`src/rtl/display_mode_sequencer.sv`:
```
// display_mode_sequencer: owns selection of the 7-segment display source.
// Synchronises and debounces the power and animation switches, resolves
// them to a target mode and sequences mode changes through a timed blank.
module display_mode_sequencer #(
    parameter int DEBOUNCE_TICKS = 20,
    parameter int BLANK_TICKS    = 50,
    parameter int CNT_W          = 8
) (
    input  logic       clk,
    input  logic       rst,
    input  logic       tick,
    input  logic       sw_power,
    input  logic [2:0] sw_anim,
    output logic [2:0] mode,
    output logic       en_name,
    output logic       en_a1,
    output logic       en_a2,
    output logic       en_a3,
    output logic       en_err,
    output logic       blank,
    output logic       mode_changed
);

    typedef enum logic [2:0] {
        ST_OFF   = 3'd0,
        ST_NAME  = 3'd1,
        ST_A1    = 3'd2,
        ST_A2    = 3'd3,
        ST_A3    = 3'd4,
        ST_ERR   = 3'd5,
        ST_BLANK = 3'd6
    } state_t;

    localparam logic [CNT_W-1:0] DEB_LIMIT   = CNT_W'(DEBOUNCE_TICKS);
    localparam logic [CNT_W-1:0] BLANK_LIMIT = CNT_W'(BLANK_TICKS);
    localparam logic [CNT_W-1:0] CNT_MAX     = '1;

    // Bit 0 is power, bits 3:1 are the animation switches.
    logic [3:0]       raw_sw;
    logic [3:0]       sync_meta;
    logic [3:0]       sync_sw;
    logic [3:0]       stable_sw;
    logic [CNT_W-1:0] deb_cnt [4];
    logic [CNT_W-1:0] deb_sat [4];

    state_t           state;
    state_t           state_next;
    state_t           target;
    state_t           last_shown;
    state_t           last_next;
    logic [CNT_W-1:0] blank_cnt;
    logic [CNT_W-1:0] blank_cnt_next;
    logic             changed_next;
    logic [1:0]       anim_count;

    assign raw_sw = {sw_anim, sw_power};
    assign mode   = state;

    // Two-flop synchroniser for every raw switch.
    always_ff @(posedge clk or posedge rst) begin
        if (rst) begin
            sync_meta <= '0;
            sync_sw   <= '0;
        end else begin
            sync_meta <= raw_sw;
            sync_sw   <= sync_meta;
        end
    end

    // Saturating increment of each debounce counter so it can never wrap.
    always_comb begin
        for (int i = 0; i < 4; i++) begin
            deb_sat[i] = (deb_cnt[i] == CNT_MAX) ? deb_cnt[i] : deb_cnt[i] + 1'b1;
        end
    end

    // Debounce: the stable value follows the synchronised value only after it has disagreed for DEBOUNCE_TICKS ticks.
    always_ff @(posedge clk or posedge rst) begin
        if (rst) begin
            stable_sw <= '0;
            for (int i = 0; i < 4; i++) begin
                deb_cnt[i] <= '0;
            end
        end else begin
            for (int i = 0; i < 4; i++) begin
                if (sync_sw[i] == stable_sw[i]) begin
                    deb_cnt[i] <= '0;
                end else if (tick) begin
                    if (deb_sat[i] >= DEB_LIMIT) begin
                        stable_sw[i] <= sync_sw[i];
                        deb_cnt[i]   <= '0;
                    end else begin
                        deb_cnt[i] <= deb_sat[i];
                    end
                end
            end
        end
    end

    // Priority decode of the debounced switches into the mode we want to show.
    always_comb begin
        anim_count = 2'(stable_sw[1]) + 2'(stable_sw[2]) + 2'(stable_sw[3]);
        target     = ST_NAME;
        if (!stable_sw[0]) begin
            target = ST_OFF;
        end else if (anim_count >= 2'd2) begin
            target = ST_ERR;
        end else if (stable_sw[3]) begin
            target = ST_A3;
        end else if (stable_sw[2]) begin
            target = ST_A2;
        end else if (stable_sw[1]) begin
            target = ST_A1;
        end
    end

    // Next-state logic: power-off wins everywhere, other changes pass through BLANK.
    always_comb begin
        state_next     = state;
        blank_cnt_next = blank_cnt;
        last_next      = last_shown;
        changed_next   = 1'b0;
        if (target == ST_OFF) begin
            state_next     = ST_OFF;
            blank_cnt_next = '0;
            last_next      = ST_OFF;
        end else begin
            case (state)
                ST_OFF: begin
                    state_next     = ST_BLANK;
                    blank_cnt_next = '0;
                end
                ST_BLANK: begin
                    if (blank_cnt >= BLANK_LIMIT) begin
                        state_next     = target;
                        blank_cnt_next = '0;
                        last_next      = target;
                        changed_next   = (target != last_shown);
                    end else if (tick) begin
                        blank_cnt_next = blank_cnt + 1'b1;
                    end
                end
                default: begin
                    if (target != state) begin
                        state_next     = ST_BLANK;
                        blank_cnt_next = '0;
                    end
                end
            endcase
        end
    end

    // State register plus registered output decode aligned with the state.
    always_ff @(posedge clk or posedge rst) begin
        if (rst) begin
            state        <= ST_OFF;
            blank_cnt    <= '0;
            last_shown   <= ST_OFF;
            en_name      <= 1'b0;
            en_a1        <= 1'b0;
            en_a2        <= 1'b0;
            en_a3        <= 1'b0;
            en_err       <= 1'b0;
            blank        <= 1'b1;
            mode_changed <= 1'b0;
        end else begin
            state        <= state_next;
            blank_cnt    <= blank_cnt_next;
            last_shown   <= last_next;
            en_name      <= (state_next == ST_NAME);
            en_a1        <= (state_next == ST_A1);
            en_a2        <= (state_next == ST_A2);
            en_a3        <= (state_next == ST_A3);
            en_err       <= (state_next == ST_ERR);
            blank        <= (state_next == ST_OFF) || (state_next == ST_BLANK);
            mode_changed <= changed_next;
        end
    end

endmodule
```
`config.mk`:
```
export PLATFORM = sky130hd
export DESIGN_NAME = display_mode_sequencer
export DESIGN_NICKNAME = d
export VERILOG_FILES = /design/src/rtl/display_mode_sequencer.sv
export SDC_FILE = /design/constraint.sdc
export NUM_CORES = 1
export LEC_CHECK = 0
export BUFFER_PORTS_ARGS = -buffer_cell sky130_fd_sc_hd__buf_2
export CORE_MARGIN = 2
export CORE_UTILIZATION = 66
export DETAILED_ROUTE_END_ITERATION = 8
export PLACE_DENSITY = 0.85
export SYNTH_ARGS = -nofsm -noshare
export SYNTH_HDL_FRONTEND = slang
export SYNTH_SLANG_ARGS = --single-unit
```
`constraint.sdc`:
```
create_clock -name clk -period 6.5 [get_ports clk]
set_clock_uncertainty 0.05 [all_clocks]
set_input_delay 0.65 -clock clk [delete_from_list [all_inputs] [get_ports clk]]
set_output_delay 0.65 -clock clk [all_outputs]
set_load 0.01 [all_outputs]
```
Word level (Yosys, flattened, before mapping)
Cells that the tools add are included.
- flip-flop bits (word level): 65
- output and inout bits: 10
- logic and storage cells: 108
- add/subtract/negate cells: 7
- $lt $le $gt $ge: 6
- equal/unequal tests: 18
- muxes and demuxes: 36
- bitwise gates (word level): 4
- reduce and logical (&&, ||, !) cells: 17
- operators by type and width (cell ; number):
    $mux W8 ; 20
    $add A8 B1 Y8 const B ; 5
    $eq A8 B8 Y1 const B ; 4
    $ge A8 B5 Y1 const B ; 4
    $mux W3 ; 9
    $pmux W8 S2 ; 1
    $eq A3 B3 Y1 const B ; 4
    $reduce_and A3 Y1 ; 4
    $reduce_bool A2 Y1 ; 6
    $logic_not A3 Y1 ; 3
    $ge A8 B6 Y1 const B ; 1
    $eq A3 B2 Y1 const B ; 2
    $ne A3 B3 Y1 ; 2
    $pmux W3 S2 ; 1
    $eq A1 B1 Y1 ; 4
    $mux W2 ; 2
    $ne A4 B4 Y1 const B ; 1
    $not A1 Y1 ; 4
    $reduce_and A2 Y1 ; 2
    $reduce_bool A4 Y1 ; 1
    $eq A3 B1 Y1 const B ; 1
    $mux W1 ; 3
    $add A1 B1 Y2 ; 1
    $add A2 B1 Y2 ; 1
    2 further kinds ; 2

Logic depth before layout (Yosys ltp)
Gate-level depths: netlist of run 1.
- depth after elaboration: 11
- gate-level depth with buffers: 8
- mapped depth without buffers: 8

Least setup slack after synthesis of run 1
OpenSTA, ideal clock, no wires.
- kind: register -> register
- start: reg stable_sw[1]
- end: reg blank
- library setup time: 0.090 ns
- arrival time: 2.191 ns
- path slack: 4.168 ns
- stages on the path, launching flop included: 9
- buffers on the path: 0
- path through: dfrtp_1 -> inv_1 -> ha_1 -> a211o_1 -> o21ai_1 -> or3b_4 -> a221oi_4 -> xnor2_1 -> nor2_1
- longest elaborated chain between the ends: 11
- elaborated cells between the ends (all ways): 17
- those cells by class: add/sub (2); order compare (1); eq/ne (2); mux (9); reduce/logical (3)
- ends and longest elaborated chain (what ; RTL line ; RTL):
    start: declaration ; 42 ; logic [3:0] stable_sw;
    start signal: indexed assignment ; 90 ; stable_sw[i] <= sync_sw[i];
    $add A1 B1 Y2 or $mux W2 (tied branches) ; 102, 112 ;
    $add A2 B1 Y2 or $mux W2 (tied branches) ; 102, 110 ;
    $ge A2 B2 Y1 or $mux W3 (tied branches) ; 106, 108 ;
    $mux W3 (*) ; 106 ; end else if (anim_count >= 2'd2) begin
    $mux W3 (*) ; 104 ; if (!stable_sw[0]) begin
    $ne A3 B3 Y1 ; 144 ; if (target != state) begin
    $mux W3 ; 144 ;
    $pmux W3 S2 ; 128 ; case (state)
    $mux W3 (*) ; 123 ; if (target == ST_OFF) begin
    $eq A3 B3 Y1 or $logic_not A3 Y1 (tied branches) ; 175 ; blank <= (state_next == ST_OFF) || (state_next == ST_BLANK);
    $logic_or A1 B1 Y1 (*) ; 175 ;
    end signal: assignment ; 175 ;
    end: declaration ; 20 ; output logic blank,
Mark *: on every way between the ends. The rest lies on a longest branch, timed or not.
A chain may end at the register's enable or synchronous reset.

Final worst setup path of run 1
- start: reg stable_sw[1]
- end: reg blank_cnt[6]
- longest elaborated chain between the ends: 8
- elaborated cells between the ends (all ways): 14
- those cells by class: add/sub (2); order compare (1); eq/ne (2); mux (6); reduce/logical (3)
- ends and longest elaborated chain (what ; RTL line ; RTL):
    $add A1 B1 Y2 or $mux W2 (tied branches) ; 102, 112 ;
    $add A2 B1 Y2 or $mux W2 (tied branches) ; 102, 110 ;
    $ge A2 B2 Y1 or $mux W3 (tied branches) ; 106, 108 ;
    $mux W3 (*) ; 106 ;
    $mux W3 (*) ; 104 ;
    $ne A3 B3 Y1 or $logic_not A3 Y1 (tied branches) ; 144, 123 ;
    $reduce_bool A4 Y1 (no line) or $ne A4 B4 Y1 (tied branches) ; n/a ;
    $reduce_and A2 Y1 (no line) ; n/a ;
    end signal: assignment ; 168 ; blank_cnt <= blank_cnt_next;
    end: declaration ; 51 ; logic [CNT_W-1:0] blank_cnt;
Marked as above.

==> implementation parameters, run 1 <==
Parameter                              Value

Status
  Result of the run    finished, final reports clean

Layout
  Layout cell share with drive strength beyond 1    15.4%
  Antenna fix cells    0
  Final instance area    3720 um^2
  Syn-to-layout area delta    10.1%
  FILL cells    351
  Final #Nets    368

CTS
  Total number of clock tree sinks    65
  Count of instances resized after the clock tree is built    0
  Level count of the clock H-tree    3
  Clk_lat worst skew    0.34 ns
  Clock tree from TritonCTS    yes
  CTS Buf Count    9
  Setup Buffers After CTS    0
  Bufs on Longest Clock Path    2
  Clock Pin Slew Worst Setup and Hold Paths    0.08 ns
  CTS Root Cell    sky130_fd_sc_hd__clkbuf_8
  CTS Hold Bufs    0

Min path
  Cell depth of the worst min-delay path    0
  Endpoint of the worst hold path    sync_sw[2]
  Path type of the worst min-delay path    reg2reg
  Start point of the worst min-delay path    sync_meta[2]

Worst setup path
  R2r endpoint    blank_cnt[6]
  Register-to-register path setup slack    3.80 ns
  Kind of end point of the critical path    flop
  Cell at the slowest stage of the critical path    sky130_fd_sc_hd__dfrtp_1
  Worst R2R Path Depth    8
  Endpoint required time on the critical path    6.72 ns
  Critical setup path kind    reg2reg
  Bufs and invs on worst path    1
  Startpoint types    flop
  Launch point of the worst reg-to-reg path    stable_sw[1]
  Timing startpoint of the critical path    stable_sw[1]
  Largest stage delay on the critical path    0.49 ns
  Data arrival time of the critical path    2.93 ns
  Top delay family on crit path    simple AND/OR/NAND/NOR gates
  Chain of cells forming the critical path    inv_1 -> ha_1 -> a211o_1 -> nor2_1 -> xnor2_1 -> nor3_2 -> nor4b_1 -> o21a_1
  Critical path peak fanout    9

Yosys
  Netlist area before placement    3380 um^2
  Seq/Total Area, Yosys    48.1%
  Cell count after synthesis    335
  Cell with the most instances after synthesis    sky130_fd_sc_hd__dfrtp_1
  Most common flop cell mapped by yosys    sky130_fd_sc_hd__dfrtp_1
  YS warnings    0
  Fraction of synthesized cell area taken by the top area cell type    47.3%
  Commonest cells in the netlist    sky130_fd_sc_hd__dfrtp_1, sky130_fd_sc_hd__nand2_1, sky130_fd_sc_hd__nor2_1
  Area contributors post-synth    sky130_fd_sc_hd__dfrtp_1, sky130_fd_sc_hd__nand2_1, sky130_fd_sc_hd__ha_1
  Async set or reset register ratio after synthesis    100%
  Mean post-synth cell area    10.1 um^2
  Number of nets produced by synthesis    350
  Largest area contributor in the netlist    sky130_fd_sc_hd__dfrtp_1
  Distinct cells, synth    64
  Number of synthesized flops with an enable pin    0
  Synthesized flop and latch total    65

Detailed routing
  Post-DR vias/cell    6.26
  DRT iter0 DRCs    151
  First-pass iteration count of the detailed router    4
  Number of routed nets with antenna violations    0
  Number of DRC violations after detailed routing    0
  Final wirelength    6.60 mm
  Post-detailed-route wirelength per cell    15.4 um
  Count of vias placed by the detailed router    2,678

Global routing
  First-pass GRT wire length    11.2 mm
  GR Overflow Total    0
  Number of global-route vias before repair    2,587
  Global Route Usage Sum    26.1%
  Antenna violations before repair    0
  Largest net degree at the start of global routing    66

Timing
  Final setup vio count    0
  Summed negative setup slack over all endpoints    0 ns
  Fin. Hold Viols    0
  Slew headroom    24.9%
  Slew at the pin with the worst max-slew slack    1.11 ns
  Count of final max-slew check failures    0
  Minimum clock period after layout    2.70 ns
  Unrepaired setup endpoints after global routing    no
  Period Utilization, post-route    41.6%
  FMAX    370 MHz

Power
  Static leakage power    1.74 nW
  Maximum VDD drop    0.000210 V
  Relative contribution of the clock network to total power    35.1%
  Share of total power consumed by net switching    29.7%
  Internal power consumption    0.000692 W
  Flop pwr share    47.8%
  Total power divided by cell area    264 nW/um^2
  Psw    0.000292 W
  Logic pwr share    17.0%

Placed design
  Total placed instance area    3520 um^2
  Number of input and output port buffers inserted    16
  Post-DP HPWL    4.45 mm
  GP Congestion    0.867

Die
  Area enclosed by the die boundary    5710 um^2
  Overall die width    75.6 um
  Floorplan die height    75.6 um
  Num ports    17
  Initial core utilization    67.5%
  Std cell rows    26
  Area of the core    5010 um^2

Job
  Max cap viols    0
how the worst max path moves through the flow:
stage | endpoint | slack, ns | cells past startpoint
global route | blank_cnt[6] | 3.64 | 8
finish | blank_cnt[6] | 3.80 | 8
floorplan | blank | 4.17 | 8
detailed placement | deb_cnt[20] | 3.69 | 6
global placement | deb_cnt[20] | 3.79 | 6
CTS | blank_cnt[6] | 3.78 | 8
layout by cell type (no fill, tap or decap), drive strengths merged, types with 3 or more instances in the layout:
master   n
a211oi   6
a21o     6
a21oi   16
a22o     4
a31o     3
a31oi   13
and2    10
and3    13
buf     17
clkbuf  10
clkinv   3
dfrtp   64
ha       8
inv     14
mux2     5
mux2i    3
nand2   31
nand3   15
nand3b   3
nand4    3
nor2    22
nor3    10
o21a    10
o21ai    9
o22a     3
o22ai    4
o41ai    3
xnor2    8
xor2     3
worst register-to-register path, stage by stage (launching register included):
cell and delay, ns:
sky130_fd_sc_hd__dfrtp_1 0.49, sky130_fd_sc_hd__inv_1 0.09, sky130_fd_sc_hd__ha_1 0.32, sky130_fd_sc_hd__a211o_1 0.42
sky130_fd_sc_hd__nor2_1 0.35, sky130_fd_sc_hd__xnor2_1 0.28, sky130_fd_sc_hd__nor3_2 0.14, sky130_fd_sc_hd__nor4b_1 0.34
sky130_fd_sc_hd__o21a_1 0.15
registers in the layout (all words and copies together) (netlist names), 3 cells and up:
signal / flops
deb_cnt: 32
blank_cnt: 8
stable_sw: 4
sync_meta: 4
sync_sw: 4
last_shown: 3
mode: 3
kinds of logic (layout without fill, tap and decap cells):
logic type      after synthesis  in the layout  share of synthesized area [%]
buf+inv                      24             47                           2.70
flops                        65             65                           48.1
simple gates                123            123                           18.9
mux                           8              8                           2.55
fa+ha+maj                     8              8                           2.96
compound gates               96             96                           21.9
xor+xnor                     11             11                           2.85
cell type report:
type / instances / area (um^2) / share of cell area, %
Timing Repair Buffer: 17 / 87.6 / 2.35
Multi-Input combinational cell: 246 / 1660 / 44.7
Sequential cell: 65 / 1630 / 43.7
Clock inverter: 6 / 67.6 / 1.81
Clock buffer: 10 / 138 / 3.69
Tap cell: 70 / 87.6 / 2.35
Inverter: 14 / 52.6 / 1.41
metal layers:
layer / up-vias / share of wire (%) / global-route usage (%)
li1: 1278 / - / -
met1: 1318 / 44 / 33.5
met2: 70 / 49 / 41.8
met3: 12 / 4.6 / 7.14
met4: 0 / 1.7 / 11.5
met5: - / 0 / 0
power groups by stage:
stage	registers [W]	clock network, W	logic (W)
after floorplan	0.000474	0	0.000121
after global placement	0.000476	0	0.000155
after detailed placement	0.000477	0	0.000166
after CTS	0.000470	0.000352	0.000168
after global routing	0.000476	0.000368	0.000189
final	0.000471	0.000346	0.000167
through the flow:
stage	hold slack (ns)	power (W)	util [%]	cells	setup slack (ns)
after global placement	0.282	0.000631	70.3	412	3.79
after CTS	0.295	0.000990	74.4	428	3.78
after detailed placement	0.286	0.000643	70.3	412	3.69
after floorplan	0.281	0.000594	-	335	4.17
final	0.296	0.000984	74.4	428	3.80
after global routing	0.312	0.00103	74.4	428	3.64
No activity file was read; power rests on OpenSTA's default activity.
==> run 2, diff against run 1 <==
Settings changed: CORE_UTILIZATION 66 to 55, PLACE_DENSITY 0.85 to 0.76.
Clock period 6.5 ns to 2.2 ns, I/O delays scaled along.
==> implementation parameters, run 2 (same netlist as run 1, synthesis figures left out) <==
Parameter                              Value

Timing
  Count of final max-slew check failures    0 (unchanged)
  Slew headroom    57.9% (+33 points)
  Final setup vio count    16 (+16)
  Summed negative setup slack over all endpoints    -1.98 ns (-1.98 ns)
  Unrepaired setup endpoints after global routing    yes
  Minimum clock period after layout    2.40 ns (-0.302 ns)
  Worst setup margin    -0.202 ns (-4.00 ns)
  Fin. Hold Viols    0 (unchanged)
  Period Utilization, post-route    109% (+68 points)
  FMAX    416 MHz (+13%)
  Slew at the pin with the worst max-slew slack    0.629 ns (-0.482 ns)

Global routing
  Global Route Usage Sum    23.4% (-2.7 points)
  Number of global-route vias before repair    2,582 (-0.19%)
  GR Overflow Total    0 (unchanged)
  Antenna violations before repair    0 (unchanged)
  Largest net degree at the start of global routing    30 (-55%)
  First-pass GRT wire length    12.0 mm (+6.5%)

Min path
  Cell depth of the worst min-delay path    0 (unchanged)
  Path type of the worst min-delay path    reg2reg
  Endpoint of the worst hold path    sync_sw[0]
  Start point of the worst min-delay path    sync_meta[0]

Layout
  Most frequent cells in the layout    sky130_fd_sc_hd__dfrtp_1, sky130_fd_sc_hd__buf_4, sky130_fd_sc_hd__nand2_1, sky130_fd_sc_hd__nor2_1, sky130_fd_sc_hd__buf_2
  Sequential Area    1630 um^2 (about the same)
  FILL cells    405 (+15%)
  Register bank with the most flops    deb_cnt
  Largest register FFs    32 (unchanged)
  Layout cell share with drive strength beyond 1    27.9% (+13 points)
  Syn-to-layout area delta    25.3%
  Registers with the most flip-flops    deb_cnt x32, blank_cnt x8
  Area of the multi-input gates    1820 um^2 (+9.6%)
  Final #Nets    408 (+11%)
  Antenna fix cells    0 (unchanged)
  Most common library cell in the layout ignoring fill and taps    sky130_fd_sc_hd__dfrtp_1

Die
  Area of the core    5920 um^2 (+18%)
  Std cell rows    28 (+7.7%)
  Num ports    17 (unchanged)
  Area enclosed by the die boundary    6790 um^2 (+19%)
  Floorplan die height    82.4 um (+9.0%)
  Initial core utilization    57.1% (-10 points)
  Overall die width    82.4 um (+9.0%)

Placed design
  GP Congestion    0.859 (-0.96%)
  Worst setup timing slack at the placement stage    -0.212 ns (-3.91 ns)
  Number of input and output port buffers inserted    16 (unchanged)
  Post-DP HPWL    4.54 mm (+1.9%)

CTS
  CTS Buf Count    9 (unchanged)
  Clock Pin Slew Worst Setup and Hold Paths    0.07 ns (about the same)
  Clk_lat worst skew    0.35 ns (about the same)
  CTS Root Cell    sky130_fd_sc_hd__clkbuf_8
  Total number of clock tree sinks    65 (unchanged)
  Level count of the clock H-tree    3 (unchanged)
  Clock tree from TritonCTS    yes
  Bufs on Longest Clock Path    2 (unchanged)

Detailed routing
  Final wirelength    7.78 mm (+18%)
  Post-detailed-route wirelength per cell    16.5 um (+6.7%)
  Number of routed nets with antenna violations    0 (unchanged)
  First-pass iteration count of the detailed router    4 (unchanged)
  DRT iter0 DRCs    156 (+3.3%)
  Post-DR vias/cell    6.06 (-3.2%)
  Number of DRC violations after detailed routing    0 (unchanged)
  Count of vias placed by the detailed router    2,866 (+7.0%)

Worst setup path
  Launch point of the worst reg-to-reg path    stable_sw[3]
  Endpoint required time on the critical path    2.37 ns (-4.35 ns)
  Critical path peak fanout    7 (-2)
  Startpoint types    flop
  R2r endpoint    en_a3
  Data arrival time of the critical path    2.57 ns (-0.36 ns)
  Register-to-register path setup slack    -0.20 ns (-4.00 ns)
  Critical setup path kind    reg2reg
  Worst R2R Path Depth    8 (unchanged)
  Kind of end point of the critical path    flop

Status
  Violations in the final reports    setup timing
  Result of the run    complete, but fails checks

Power
  Static leakage power    1.99 nW (+14%)
  Total power of the final layout    0.00324 W (+230%)
  Maximum VDD drop    0.000722 V (+240%)
  Total power divided by cell area    764 nW/um^2 (+190%)

Job
  Max cap viols    0 (unchanged)
-- run 2: changes by cell type in the layout (fill, tap and decap cells not counted), moves of 3 or more --
| cell | previous run | this run |
|---|---|---|
| sky130_fd_sc_hd__a211oi_4 | 0 | 3 |
| sky130_fd_sc_hd__buf_4 | 1 | 33 |
| sky130_fd_sc_hd__dlygate4sd3_1 | 0 | 5 |
| sky130_fd_sc_hd__xnor2_1 | 8 | 5 |
| sky130_fd_sc_hd__xnor2_2 | 0 | 3 |
-- run 2: per-stage QoR --
step / instances / utilization, % / cell area (um^2) / hold slack, ns
final: 473 / 71.6 / 4240 / 0.301
after CTS: 465 / 69.3 / 4100 / 0.303
after detailed placement: 439 / 62.6 / 3700 / 0.266
after global routing: 473 / 71.6 / 4240 / 0.307
after global placement: 439 / 62.6 / 3700 / 0.256
after floorplan: 335 / - / 3380 / 0.201
-- run 2: critical path, cell delays in order (launching register included) --
cell	delay [ns]
sky130_fd_sc_hd__dfrtp_1	0.41
sky130_fd_sc_hd__inv_2	0.10
sky130_fd_sc_hd__ha_4	0.21
sky130_fd_sc_hd__a211o_4	0.39
sky130_fd_sc_hd__a211oi_4	0.32
sky130_fd_sc_hd__a21oi_4	0.08
sky130_fd_sc_hd__o41ai_4	0.47
sky130_fd_sc_hd__buf_4	0.20
sky130_fd_sc_hd__nor3_1	0.05
-- run 2: worst max path at each step --
stage | slack, ns | to | cells past startpoint | startpoint
2_1_floorplan | -0.04 | blank | 8 | stable_sw[1]
3_3_place_gp | -0.11 | blank_cnt[7] | 9 | stable_sw[3]
3_5_place_dp | -0.21 | en_name | 9 | stable_sw[3]
4_1_cts | -0.08 | blank | 8 | stable_sw[1]
5_1_grt | -0.28 | blank | 8 | stable_sw[3]
6_report | -0.20 | en_a3 | 8 | stable_sw[3]
-- run 2: area by class of cell --
| class | count | share of cell area (%) |
|---|---|---|
| clock buffers | 11 | 3.33 |
| clock inverters | 5 | 1.86 |
| repair buffers | 57 | 9.91 |
| multi-input cells | 246 | 43.0 |
| inverters | 14 | 1.24 |
| flip-flops and latches | 65 | 38.4 |
| well taps | 75 | 2.21 |
-- run 2: report_power, final --
group | internal, W | switching, W | leakage [nW] | total (W)
logic | 0.000344 | 0.000379 | 1.03 | 0.000723
registers | 0.00129 | 0.0000980 | 0.850 | 0.00139
clock network | 0.000667 | 0.000458 | 0.113 | 0.00113
total | 0.00230 | 0.000935 | 1.99 | 0.00324
-- run 2: layer usage --
metal / share of wire (%) / global-route usage [%] / vias to the layer above
li1: - / - / 1354
met1: 43 / 31.4 / 1383
met2: 49 / 35.6 / 111
met3: 4.5 / 5.65 / 18
met4: 2.8 / 11.3 / 0
met5: 0 / 0 / -
-- run 2: timing repair --
action | 4_1_cts | 5_1_grt
endpoints found under the setup margin | 16 | 22
hold buffers | 5 | 0
endpoints found under the hold margin | 29 | 0
resized for setup | 16 | 15
pin swaps | 10 | 10
setup buffers | 5 | 9
==> run 3, diff against run 2 <==
Settings changed: CORE_UTILIZATION 55 to 57, CTS_BUF_LIST set to sky130_fd_sc_hd__clkbuf_4, PLACE_DENSITY 0.76 to 0.78.
==> implementation parameters, run 3 (same netlist as run 1, synthesis figures left out) <==
Parameter                              Value

Status
  Violations in the final reports    setup timing
  Result of the run    complete, but fails checks

Placed design
  Worst setup timing slack at the placement stage    -0.220 ns (-0.00729 ns)
  Number of input and output port buffers inserted    16 (unchanged)
  GP Congestion    0.854 (-0.58%)
  Post-DP HPWL    4.65 mm (+2.5%)

Timing
  Worst setup margin    -0.109 ns (+0.0930 ns)
  Slew headroom    56.7% (-1.2 points)
  Period Utilization, post-route    105% (-4.2 points)
  Slew at the pin with the worst max-slew slack    0.649 ns (+0.0194 ns)
  Minimum clock period after layout    2.31 ns (-0.0930 ns)
  Count of final max-slew check failures    0 (unchanged)
  Fin. Hold Viols    0 (unchanged)
  Unrepaired setup endpoints after global routing    yes
  Final setup vio count    11 (-5)
  FMAX    433 MHz (+4.0%)

Layout
  Layout cell share with drive strength beyond 1    25.9% (-2.0 points)
  Largest register FFs    32 (unchanged)
  Register bank with the most flops    deb_cnt
  Syn-to-layout area delta    19.3%
  Final #Nets    404 (-0.98%)
  Antenna fix cells    0 (unchanged)
  Registers with the most flip-flops    deb_cnt x32, blank_cnt x8
  FILL cells    455 (+12%)
  Most common library cell in the layout ignoring fill and taps    sky130_fd_sc_hd__dfrtp_1
  Core Util, Final    69.4% (-2.2 points)
  Most frequent cells in the layout    sky130_fd_sc_hd__dfrtp_1, sky130_fd_sc_hd__nand2_1, sky130_fd_sc_hd__buf_4, sky130_fd_sc_hd__nor2_1, sky130_fd_sc_hd__buf_2

Worst setup path
  Startpoint types    flop
  Critical path peak fanout    7 (unchanged)
  Critical setup path kind    reg2reg
  Kind of end point of the critical path    flop
  Data arrival time of the critical path    2.62 ns (+0.05 ns)
  Endpoint required time on the critical path    2.51 ns (+0.14 ns)

Detailed routing
  Post-DR vias/cell    5.92 (-2.2%)
  DRT iter0 DRCs    103 (-34%)
  First-pass iteration count of the detailed router    4 (unchanged)
  Number of routed nets with antenna violations    0 (unchanged)
  Final wirelength    7.14 mm (-8.2%)
  Number of DRC violations after detailed routing    0 (unchanged)
  Count of vias placed by the detailed router    2,778 (-3.1%)
  Post-detailed-route wirelength per cell    15.2 um (-7.4%)

Power
  Internal power consumption    0.00178 W (-23%)
  Logic pwr share    22.4% (about the same)
  Relative contribution of the clock network to total power    24.9% (-9.8 points)
  Static leakage power    1.92 nW (-3.8%)
  Maximum VDD drop    0.000482 V (-33%)
  Share of total power consumed by net switching    32.5% (+3.6 points)
  Psw    0.000859 W (-8.2%)
  Flop pwr share    52.6% (+9.6 points)
  Total power divided by cell area    655 nW/um^2 (-14%)

Job
  Max cap viols    0 (unchanged)

Global routing
  Global Route Usage Sum    23.4% (about the same)
  Global-route track usage on met2    37.2% (+1.5 points)
  Largest net degree at the start of global routing    32 (+6.7%)
  Number of global-route vias before repair    2,486 (-3.7%)
  First-pass GRT wire length    11.7 mm (-1.7%)
  Antenna violations before repair    0 (unchanged)
  Grt met1 use    32.1% (+0.70 points)
  Busiest metal layer after global routing    met2
  Global-route met3 utilization    4.00% (-1.7 points)
  GR Overflow Total    0 (unchanged)

Die
  Num ports    17 (unchanged)
  Initial core utilization    58.2% (+1.0 points)
  Area enclosed by the die boundary    6570 um^2 (-3.3%)
  Area of the core    5820 um^2 (-1.8%)
  Floorplan die height    81.0 um (-1.7%)
  Std cell rows    28 (unchanged)
  Overall die width    81.0 um (-1.7%)

CTS
  Clock Pin Slew Worst Setup and Hold Paths    0.10 ns (+0.03 ns)
  Clock tree from TritonCTS    yes
  Bufs on Longest Clock Path    2 (unchanged)
  Level count of the clock H-tree    3 (unchanged)
  Clk_lat worst skew    0.42 ns (+0.07 ns)
  Total number of clock tree sinks    65 (unchanged)
  CTS Root Cell    sky130_fd_sc_hd__clkbuf_4
  CTS Buf Count    9 (unchanged)

Min path
  Path type of the worst min-delay path    in2reg
-- run 3: changes by cell type in the layout (fill, tap and decap cells not counted), sizes merged --
cell / before / now
bufinv: 2 / 0
clkinv: 3 / 7
clkbuf: 11 / 9
buf: 52 / 48
-- run 3: power by group through the flow --
stage	Clock, W	Sequential (W)	Combinational, W
final	0.000659	0.00139	0.000592
after global routing	0.000725	0.00141	0.000652
after CTS	0.000677	0.00139	0.000549
after detailed placement	0	0.00141	0.000535
after global placement	0	0.00140	0.000521
after floorplan	0	0.00140	0.000357
-- run 3: path summary, 6_finish.rpt --
check | startpoint | to | slack [ns] | depth (start not counted)
min reg2reg | sync_meta[2] | sync_sw[2] | 0.32 | 0
min in group asynchronous | rst | deb_cnt[28] | 0.36 | 3
max | stable_sw[3] | blank | -0.11 | 8
max reg2reg | stable_sw[3] | blank | -0.11 | 8
max in group asynchronous | rst | deb_cnt[15] | 1.15 | 4
min | tick | blank_cnt[0] | 0.28 | 3
-- run 3: layout make-up --
type                       instances  area [um^2]  share of cell area, %
multi-input combinational        246         1770                   43.8
sequential                        65         1630                   40.4
timing repair buffer              53          387                   9.58
tap                               75         93.8                   2.33
clock buffer                       9         67.6                   1.67
inverter                          14         52.6                   1.30
clock inverter                     7         37.5                  0.930
-- run 3: timing repair --
item,in CTS,in global routing
buffers inserted,4,3
cloned,0,0
setup endpoints to repair,16,21
hold endpoints to repair,32,0
pin swaps,6,7
hold buffers,5,0
resized for setup,11,10
-- run 3: stage by stage --
step	total power [W]	instance area [um^2]	std cells	hold slack, ns	setup TNS [ns]
after floorplan	0.00176	3380	335	0.201	-0.0932
after global placement	0.00192	3720	441	0.279	-0.950
after detailed placement	0.00194	3720	441	0.280	-1.98
after CTS	0.00261	3960	466	0.256	-0.482
after global routing	0.00279	4040	469	0.306	-2.28
final	0.00264	4040	469	0.275	-0.854
-- run 3: metal layers --
metal | wire [um] | up-vias | part of all wire, %
li1 | - | 1349 | -
met1 | 3230 | 1343 | 45
met2 | 3490 | 72 | 49
met3 | 295 | 14 | 4.1
met4 | 132 | 0 | 1.8
met5 | 0 | - | 0
-- run 3: worst max-delay path, stage by stage, from the launching register on --
cell	delay, ns
sky130_fd_sc_hd__dfrtp_1	0.42
sky130_fd_sc_hd__inv_2	0.09
sky130_fd_sc_hd__ha_4	0.21
sky130_fd_sc_hd__a211o_4	0.38
sky130_fd_sc_hd__o21ai_2	0.13
sky130_fd_sc_hd__or3b_4	0.41
sky130_fd_sc_hd__a221oi_4	0.34
sky130_fd_sc_hd__xnor2_1	0.16
sky130_fd_sc_hd__nor2_1	0.06
